File: config.mk
export PLATFORM = sky130hd
export DESIGN_NAME = clk_divider_multi
export DESIGN_NICKNAME = d
export VERILOG_FILES = /design/src/rtl/clk_divider_multi.sv
export SDC_FILE = /design/constraint.sdc
export NUM_CORES = 1
export LEC_CHECK = 0
export CAP_MARGIN = 10
export CORE_UTILIZATION = 59
export CTS_BUF_LIST = sky130_fd_sc_hd__clkbuf_4 sky130_fd_sc_hd__clkbuf_8
export CTS_CLUSTER_DIAMETER = 60
export DETAILED_ROUTE_END_ITERATION = 16
export PLACE_DENSITY = 0.76
export SETUP_SLACK_MARGIN = 0.15
export SLEW_MARGIN = 20
export SYNTH_ARGS = -nofsm -noshare
export SYNTH_HDL_FRONTEND = slang
export SYNTH_SLANG_ARGS = --single-unit
File: constraint.sdc
create_clock -name in_clk -period 6.63 [get_ports in_clk]
set_clock_uncertainty 0.1 [all_clocks]
set_input_delay 1.326 -clock in_clk [delete_from_list [all_inputs] [get_ports in_clk]]
set_output_delay 1.326 -clock in_clk [all_outputs]
set_load 0.01 [all_outputs]
File: src/rtl/clk_divider_multi.sv
// Multi-channel programmable clock divider: per-channel divided clock, end-of-period tick,
// and divisor updates that take effect only at period boundaries.
module clk_divider_multi #(
    parameter int N_CH        = 4,
    parameter int DIV_W       = 16,
    parameter int DEFAULT_DIV = 8,
    localparam int CH_W       = (N_CH > 1) ? $clog2(N_CH) : 1
) (
    input  logic             in_clk,
    input  logic             reset,
    input  logic [N_CH-1:0]  ch_en,
    input  logic             sync,
    input  logic             wr_en,
    input  logic [CH_W-1:0]  wr_ch,
    input  logic [DIV_W-1:0] wr_div,
    output logic [N_CH-1:0]  out_clk,
    output logic [N_CH-1:0]  tick,
    output logic [N_CH-1:0]  upd_pending
);

    localparam int               RST_DIV_I = (DEFAULT_DIV < 2) ? 2 : DEFAULT_DIV;
    localparam logic [DIV_W-1:0] RST_DIV   = DIV_W'(RST_DIV_I);
    localparam logic [DIV_W-1:0] ONE       = DIV_W'(1);
    localparam logic [DIV_W-1:0] TWO       = DIV_W'(2);

    function automatic logic [DIV_W-1:0] f_deff(input logic [DIV_W-1:0] d);
        return (d < TWO) ? TWO : d;
    endfunction

    // High phase is ceil(D/2) so odd divisors put the extra cycle in the high half.
    function automatic logic [DIV_W-1:0] f_high(input logic [DIV_W-1:0] d);
        return d - (d >> 1);
    endfunction

    logic [DIV_W-1:0] w_wr_div;
    assign w_wr_div = f_deff(wr_div);

    for (genvar i = 0; i < N_CH; i++) begin : g_ch
        logic [DIV_W-1:0] r_act_div;
        logic [DIV_W-1:0] r_pend_div;
        logic [DIV_W-1:0] r_cnt;
        logic             r_pend;
        logic             r_out;
        logic             r_tick;

        logic             w_wr;
        logic             w_bnd;
        logic [DIV_W-1:0] w_nxt;
        logic [DIV_W-1:0] w_new_div;
        logic [DIV_W-1:0] w_dis_div;

        assign w_wr  = wr_en && (wr_ch == CH_W'(i));
        assign w_bnd = (r_cnt == r_act_div - ONE) || sync;
        assign w_nxt = w_bnd ? '0 : r_cnt + ONE;

        // At a boundary a same-edge write beats an older pending divisor.
        assign w_new_div = !w_bnd ? r_act_div :
                           w_wr   ? w_wr_div  :
                           r_pend ? r_pend_div : r_act_div;

        assign w_dis_div = w_wr   ? w_wr_div  :
                           r_pend ? r_pend_div : r_act_div;

        always_ff @(posedge in_clk) begin
            if (reset) begin
                r_act_div  <= RST_DIV;
                r_pend_div <= RST_DIV;
                r_cnt      <= RST_DIV - ONE;
                r_pend     <= 1'b0;
                r_out      <= 1'b0;
                r_tick     <= 1'b0;
            end else if (!ch_en[i]) begin
                // Parking at D-1 makes the first enabled edge wrap to phase 0, high.
                r_act_div <= w_dis_div;
                r_cnt     <= w_dis_div - ONE;
                r_pend    <= 1'b0;
                r_out     <= 1'b0;
                r_tick    <= 1'b0;
            end else begin
                r_cnt     <= w_nxt;
                r_act_div <= w_new_div;
                if (w_bnd) begin
                    r_pend <= 1'b0;
                end else if (w_wr) begin
                    r_pend     <= 1'b1;
                    r_pend_div <= w_wr_div;
                end
                r_out  <= (w_nxt < f_high(w_new_div));
                r_tick <= (w_nxt == w_new_div - ONE);
            end
        end

        assign out_clk[i]     = r_out;
        assign tick[i]        = r_tick;
        assign upd_pending[i] = r_pend;
    end

endmodule
==> results.cfg <==
[yosys]
synthAdderAreaFrac = 0.126
synth_cell_type_count = 92
synth_edf_count = 0
syn-num-nets = 3057
syn_inst = 2823
synth-simple-area-share = 0.233
synth_xor_area_frac = 0.139
synth_area_um2 = 21000
synthMuxAreaShare = 0.0569
yosysSeqAreaShare = 0.195
synth_compound_area_frac = 0.189
ys_seq_elements = 204
async_flop_share = 0
synth_ff_type = dfxtp_1
synth_top_family_by_area = simple AND/OR/NAND/NOR gates
yosysWarnings = 0
syn_avg_cell_area_um2 = 7.42

[placed_design]
gp_congestion = 1.01
dp.cells = 3309
detailedPlace.worstSlack_ns = -0.197
port_buffers = 37
dpl.hpwl_mm = 49.3

[drt]
drt_first_pass_iters = 6
avgRoutedWirePerCell_um = 19.2
first_iter_violations = 1932
vias = 20800
routed_wl_mm = 65.2
ant_nets = 0
vias_per_cell = 6.12
drc = 0

[critical_path]
critPathKind = reg -> reg
cp_slowest_cell = or4b_4
worstSetupEndpointType = register
worstSetupStartpointType = register
cp.required_ns = 7.04
path_max_fanout = 5
critPathMaxStageDelay_ns = 0.51
worstPathArrival_ns = 6.77

[floorplan]
core_area_um2 = 34700
ios = 38
placement_rows = 68
dieArea_um2 = 36300
start_util = 0.604
die_h_um = 190
die_w_um = 190

[final_layout]
finalNonFillerCells = 3392
regArea_um2 = 4090
fill_cells = 3039
synthToLayoutAreaGrowth_pct = 12.9
multi_input_area_um2 = 15800
final_nets = 3145
antenna_cells = 0
layout-drive-gt1-share = 0.115

[timing]
fin_ws_ns = 0.274
slew_headroom = 0.321
hold_slack_ns = 0.355
period_share = 0.959
setup_viol = 0
fmaxAchievable_mhz = 157
drv_slew = 0
rsz0062_at_grt = true
final_hold_viol_count = 0
worstMarginPinSlew_ns = 1.02
min_period_ns = 6.36

[power_and_ir_drop]
switchingPower_mw = 1.97
p_leak_nw = 10.0
pwr-share-seq = 0.280
ir_worst_vdd_v = 0.000164
p_int_mw = 3.06
comb_power_share = 0.445
powerDensity_nw_per_um2 = 212
clockPowerShare = 0.275
power.share.switching = 0.391

[grt]
grt_pass1_vias = 19300
grt_use_total = 0.349
grt_start_max_net_pins = 68
antenna_found_initial = 0
overflow = 0
grt_pass1_wl_mm = 101

[job]
drv_cap = 0

[clock_tree]
cts_sinks = 204
cts_tree = built
ctsLongestPathBuffers = 3
cts_buffers = 39
clk_pin_slew_ns = 0.06
cts_root_buf = clkbuf_8
htreeDepth = 2
insertion_delay_ns = 0.58

[outcome]
status = finished clean

[worst_hold_path]
hold_path.class = reg -> reg
kinds of logic (layout without fill, tap and decap cells):
| group | count (synthesis) | after routing |
|---|---|---|
| adders and majority gates | 208 | 208 |
| DFF | 204 | 204 |
| AOI/OAI and AO/OA | 617 | 618 |
| buffers and inverters | 320 | 433 |
| and+or+nand+nor | 1029 | 1029 |
| muxes | 115 | 115 |
| xor gates and xnor gates | 330 | 330 |
area by class of cell:
class,count,share of cell area
clock buffer,60,0.0310
clock inverter,7,0.00392
inverter,148,0.0235
multi-input combinational,2300,0.670
sequential,204,0.173
tap,455,0.0241
timing repair buffer,218,0.0747
per-stage QoR:
step	instance area [um2]	util	TNS [ns]	power [mW]
final	23600	0.681	0	5.02
after floorplan	21000	-	0	2.95
after CTS	23300	0.671	0	4.95
after detailed placement	22400	0.647	-0.346	3.56
after global placement	22400	0.647	0	3.49
after global routing	23600	0.681	-0.000554	5.32
path summary, 6_finish.rpt:
check | slack (ns) | startpoint | depth (start not counted) | to
max | 0.27 | g_ch[0].r_act_div[1] | 29 | g_ch[0].r_out
min | 0.35 | g_ch[2].r_pend_div[9] | 2 | g_ch[2].r_pend_div[9]
max reg2reg | 0.27 | g_ch[0].r_act_div[1] | 29 | g_ch[0].r_out
min reg2reg | 0.35 | g_ch[2].r_pend_div[9] | 2 | g_ch[2].r_pend_div[9]
cells in the mapped netlist (41+ instances only):
| master | number | area, um2 |
|---|---|---|
| ha_1 | 204 | 2550 |
| o21ai_0 | 87 | 435 |
| clkbuf_1 | 138 | 518 |
| nor2b_1 | 50 | 313 |
| mux2i_1 | 105 | 1050 |
| nand3_1 | 68 | 340 |
| a211oi_1 | 67 | 503 |
| dfxtp_1 | 204 | 4080 |
| a21oi_1 | 223 | 1120 |
| inv_1 | 147 | 552 |
| nand2_1 | 283 | 1060 |
| nor2_1 | 334 | 1250 |
| xor2_1 | 113 | 990 |
| nor3_1 | 58 | 290 |
| xnor2_1 | 215 | 1880 |
| nand4_1 | 41 | 257 |
power groups by stage:
stage,combinational (mW),sequential (mW),clock (mW)
final,2.23,1.41,1.38
after global routing,2.46,1.41,1.45
after CTS,2.15,1.40,1.40
after detailed placement,2.13,1.42,0
after global placement,2.07,1.42,0
after floorplan,1.58,1.37,0
per-layer routing:
metal | track usage | vias to the layer above | wire, um
li1 | - | 9993 | -
met1 | 0.468 | 9734 | 28200
met2 | 0.570 | 865 | 29500
met3 | 0.0453 | 177 | 4980
met4 | 0.129 | 0 | 2530
met5 | 0 | - | 0
repair_timing:
item,in CTS,in global routing
gates cloned,0,2
endpoints found under the setup margin,2,5
pin swaps,0,19
hold buffers,0,0
setup buffers,0,14
resized for setup,2,62
state kept, by name, indices dropped and copies added, names as in the netlist:
register,count
g_ch.r_act_div,64
g_ch.r_cnt,64
g_ch.r_pend_div,64
g_ch.r_out,4
g_ch.r_pend,4
g_ch.r_tick,4
worst max-delay path, delay by kind of cell, from the launching register on:
| kind | cells | cell delay [ns] |
|---|---|---|
| muxes | 1 | 0.29 |
| adders and majority gates | 4 | 0.97 |
| buffers and inverters | 4 | 0.41 |
| AOI/OAI and AO/OA | 12 | 2.29 |
| and+or+nand+nor | 8 | 1.87 |
| DFF | 1 | 0.36 |
cell usage in the layout (no fill, tap or decap), types with 17 or more instances in the layout:
master	count
o21ai_0	77
or3_1	19
nor2b_1	50
clkdlybuf4s50_1	35
a21o_1	28
a31oi_1	25
a211oi_1	66
nand2b_1	18
buf_4	176
nor2_1	331
o211ai_1	21
and2_1	30
nand2_1	283
o21ai_1	25
xnor2_1	215
and3_1	32
ha_1	202
nand4_1	41
nand3_1	68
mux2i_1	103
clkbuf_8	45
dfxtp_1	200
a21oi_1	214
nor3_1	57
nor4_1	17
inv_1	144
o21bai_1	20
xor2_1	112
o21a_1	19
(Power assumes the default switching activity.)
